--- src/rtl/spi_master.sv ---
// SPI master, mode 0 style (sclk idle low), LSB first, fixed word length.
// Each bit is a LOW half-period followed by a HIGH half-period of CLKDIV clocks.
module spi_master #(
    parameter int unsigned WIDTH  = 16,
    parameter int unsigned CLKDIV = 5
) (
    input  logic             clk,
    input  logic             reset,
    input  logic             start,
    input  logic [WIDTH-1:0] txData,
    output logic [WIDTH-1:0] rxData,
    output logic             busy,
    output logic             done,
    output logic             sclk,
    output logic             cs,
    output logic             mosi,
    input  logic             miso
);

    localparam int unsigned DIV_W = (CLKDIV > 1) ? $clog2(CLKDIV) : 1;
    localparam int unsigned CNT_W = $clog2(WIDTH + 1);

    typedef enum logic [1:0] {
        ST_IDLE,
        ST_LOW,
        ST_HIGH,
        ST_END
    } state_t;

    state_t             state_q, state_d;
    logic [DIV_W-1:0]   div_q, div_d;
    logic [CNT_W-1:0]   cnt_q, cnt_d;
    logic [WIDTH-1:0]   tx_q, tx_d;
    logic [WIDTH-1:0]   rx_q, rx_d;
    logic [WIDTH-1:0]   rx_data_d;
    logic               busy_d, done_d, sclk_d, cs_d, mosi_d;

    logic div_last, bit_last, accept, shift;

    // The done gate makes the cycle carrying the done pulse non-accepting.
    assign div_last = (div_q == DIV_W'(CLKDIV - 1));
    assign bit_last = (cnt_q == CNT_W'(WIDTH - 1));
    assign accept   = (state_q == ST_IDLE) && start && !done;
    assign shift    = (state_q == ST_HIGH) && div_last;

    always_ff @(posedge clk) begin
        if (reset) begin
            state_q <= ST_IDLE;
        end else begin
            state_q <= state_d;
        end
    end

    always_comb begin
        state_d = state_q;
        case (state_q)
            ST_IDLE: if (accept)   state_d = ST_LOW;
            ST_LOW:  if (div_last) state_d = ST_HIGH;
            ST_HIGH: if (div_last) state_d = bit_last ? ST_END : ST_LOW;
            ST_END:  if (div_last) state_d = ST_IDLE;
            default: state_d = ST_IDLE;
        endcase
    end

    // Next values for the datapath and the registered outputs.
    always_comb begin
        div_d     = div_q;
        cnt_d     = cnt_q;
        tx_d      = tx_q;
        rx_d      = rx_q;
        rx_data_d = rxData;

        if (state_d != state_q) begin
            div_d = '0;
        end else if (state_q != ST_IDLE) begin
            div_d = div_q + DIV_W'(1);
        end

        if (accept) begin
            tx_d  = txData;
            cnt_d = '0;
        end else if (shift) begin
            tx_d  = tx_q >> 1;
            rx_d  = {miso, rx_q[WIDTH-1:1]};
            cnt_d = cnt_q + CNT_W'(1);
        end

        busy_d = (state_d != ST_IDLE);
        cs_d   = (state_d == ST_IDLE);
        sclk_d = (state_d == ST_HIGH);
        mosi_d = ((state_d == ST_LOW) || (state_d == ST_HIGH)) ? tx_d[0] : 1'b0;
        done_d = (state_q == ST_END) && div_last;
        if (done_d) begin
            rx_data_d = rx_q;
        end
    end

    always_ff @(posedge clk) begin
        if (reset) begin
            div_q  <= '0;
            cnt_q  <= '0;
            tx_q   <= '0;
            rx_q   <= '0;
            rxData <= '0;
            busy   <= 1'b0;
            done   <= 1'b0;
            sclk   <= 1'b0;
            cs     <= 1'b1;
            mosi   <= 1'b0;
        end else begin
            div_q  <= div_d;
            cnt_q  <= cnt_d;
            tx_q   <= tx_d;
            rx_q   <= rx_d;
            rxData <= rx_data_d;
            busy   <= busy_d;
            done   <= done_d;
            sclk   <= sclk_d;
            cs     <= cs_d;
            mosi   <= mosi_d;
        end
    end

endmodule

--- config.mk ---
export PLATFORM = sky130hd
export DESIGN_NAME = spi_master
export DESIGN_NICKNAME = d
export VERILOG_FILES = /design/src/rtl/spi_master.sv
export SDC_FILE = /design/constraint.sdc
export NUM_CORES = 1
export LEC_CHECK = 0
export CAP_MARGIN = 20
export CORE_MARGIN = 4
export CORE_UTILIZATION = 57
export DETAILED_ROUTE_END_ITERATION = 7
export PLACE_DENSITY = 0.95
export SETUP_SLACK_MARGIN = 0.2
export SLEW_MARGIN = 40
export SYNTH_ARGS = -nofsm -noshare
export SYNTH_HDL_FRONTEND = slang
export SYNTH_SLANG_ARGS = --single-unit
--- constraint.sdc ---
create_clock -name clk -period 4 [get_ports clk]
set_input_delay 0.4 -clock clk [delete_from_list [all_inputs] [get_ports clk]]
set_output_delay 0.4 -clock clk [all_outputs]
set_load 0.02 [all_outputs]
==> impl_metrics.toml <==
[placement]
place_area_sq_um = 2910
io_buffer_count = 40
hpwl_mm = 3.18
dp.cells = 359
gp_congestion = 0.802

[power]
ir_drop_v = 0.000328
p_total_w = 0.00135
p_leak_nw = 1.06
power_density_nw_per_um2 = 431

[yosys]
netlist_top_cells_count = "71 x nand2_1, 63 x dfxtp_1, 47 x a21oi_1, 15 x a22oi_1"
ys_types = 34
netlist_instances = 289
yosysSeqAreaShare_pct = 48.9
ys_async_sr_fraction_pct = 0
yosys.area.top_type_share_pct = 48.9
ys_seq_elements = 63
synth_edf_count = 0
synth.area.top_cells = "dfxtp_1 49%, nand2_1 10%, a21oi_1 9.1%"
yosys.area.top_type = "dfxtp_1"
syn_avg_cell_area_sq_um = 8.93
post-synth-top-count-cell = "nand2_1"
synth-main-ff-cell = "dfxtp_1"
synth_nets = 315
netlist_area_sq_um = 2580
synth_warnings = 0

[floorplan]
dieWidth_um = 75.3
dieArea_sq_um = 5670
coreArea_sq_um = 4350
start_util_pct = 59.3
fp-row-count = 24
die_y_um = 75.3
num_io_pins = 41

[timing]
final_max_slew_viol_count = 0
worst_pin_slew_ns = 0.664
hold_slack_ns = 0.451
rsz0062_at_grt = "no"
hold_viol = 0
clock.fmax_mhz = 479
maxSlewHeadroom_pct = 55.6
finClkSkew_ns = 0.00599
setup_viol = 0
fin_crit_sh_pct = 52.2
fin_tns_setup_ns = 0
period_needed_ns = 2.09

[clock_tree]
cts_tree = "yes"
htreeDepth = 3
cts-root-buf = "clkbuf_8"
cts_max_path_buffers = 2
ctsResizeCount = 0
hold_buffers = 0
cts.sinks = 63
clk_latency_ns = 0.33
clkTransAtPathRegs_ns = 0.07
postCtsSetupRepairBufs = 0
numCtsBuffers = 9

[worst_setup_path]
critPathLaunchType = "flip-flop"
end_kind = "flip-flop"
critPathRequiredTime_ns = 4.25
path_max_fanout = 37
arrival_ns = 2.34
path_class = "reg2reg"

[global_route]
grt_pass1_wl_mm = 8.40
grt_overflow_total = 0
grt_max_degree = 38
grt_use_total_pct = 20.1
grt_pass1_vias = 1839
antenna_found_initial = 0

[routing]
via_per_inst = 5.51
final_antenna_net_count = 0
totalWireLength_mm = 5.10
drt_first_pass_iters = 4
drc = 0
vias = 2071
post_drt_wl_per_cell_um = 13.6
drtIter0Drc = 248

[final_layout]
regArea_sq_um = 1260
final_cells = 376
multi_input_area_sq_um = 1150
final_design_area_no_fill_sq_um = 3140
fillers = 302
area_growth_pct = 21.6
layout-drive-gt1-share_pct = 13.3
antenna_cells = 0
num-nets-final = 345

[flow_run]
maxCapViolations = 0

[outcome]
status = "finished, final reports clean"

[hold_path]
hp-class = "reg2reg"
==> final timing paths <==
check | startpoint | to | slack, ns | cells after the start
max | div_q[0] | cnt_q[3] | 1.91 | 5
min | rxData[0] | rxData[0] | 0.45 | 2
max reg2reg | div_q[0] | cnt_q[3] | 1.91 | 5
min reg2reg | rxData[0] | rxData[0] | 0.45 | 2
==> registers in the layout (all words and copies together), names as in the netlist <==
| register | flops |
|---|---|
| mosi | 1 |
| cs | 1 |
| done | 1 |
| busy | 1 |
| tx_q | 16 |
| cnt_q | 5 |
| rxData | 16 |
| state_q | 2 |
| div_q | 3 |
| rx_q | 16 |
| sclk | 1 |
==> area by class of cell <==
cell class                 count  area share (%)
sequential                    63            40.2
multi-input combinational    197            36.7
timing repair buffer          43            13.3
clock buffer                  13            5.07
clock inverter                 3            2.07
tap                           52            2.07
inverter                       5           0.598
==> kinds of logic (layout without fill, tap and decap cells) <==
kind of cell             Yosys count  count (layout)  share of synthesized area [%]
AO/OA/AOI/OAI                     79              79                           18.5
flip-flops                        63              63                           48.9
AND/OR/NAND/NOR                  111             111                           22.8
XOR/XNOR                           1               1                          0.340
adder cells (fa/ha/maj)            6               6                           2.91
buffers and inverters             29              64                           6.55
==> metal layers <==
metal	track usage [%]	up-vias	wire length, um
met3	7.88	10	338
li1	-	1044	-
met2	32.6	60	2520
met1	24.0	957	2160
met5	0	-	0
met4	7.77	0	83
==> worst max-delay path, cell delays in order, from the launching register on <==
cell and delay [ns]:
dfxtp_1 0.33, inv_1 0.09, ha_1 0.32, nand4b_4 0.51, or3_1 0.55, a21oi_1 0.19
==> power breakdown <==
part           switching (W)  leakage [nW]   total, W  internal (W)
sequential         0.0000103         0.511   0.000652      0.000642
clock               0.000229         0.114   0.000613      0.000384
combinational      0.0000437         0.432  0.0000860     0.0000424
total               0.000283          1.06    0.00135       0.00107
==> through the flow <==
step	setup WS (ns)	util [%]
floorplan	2.17	-
global placement	1.59	66.7
detailed placement	1.49	66.7
CTS	1.80	71.9
global route	1.75	72.0
finish	1.91	72.0
==> cells in the final DEF, fill, tap and decap left out, types with 3 or more instances in the layout <==
cell	n
a21oi_1	47
clkbuf_8	11
a21oi_2	10
dfxtp_1	63
clkdlybuf4s50_1	39
ha_1	6
a22oi_1	15
nand2_1	71
o21ai_0	4
inv_1	5
buf_4	3
nor2_1	5
nand3_1	7
nand3_2	10
(Power assumes the default switching activity.)
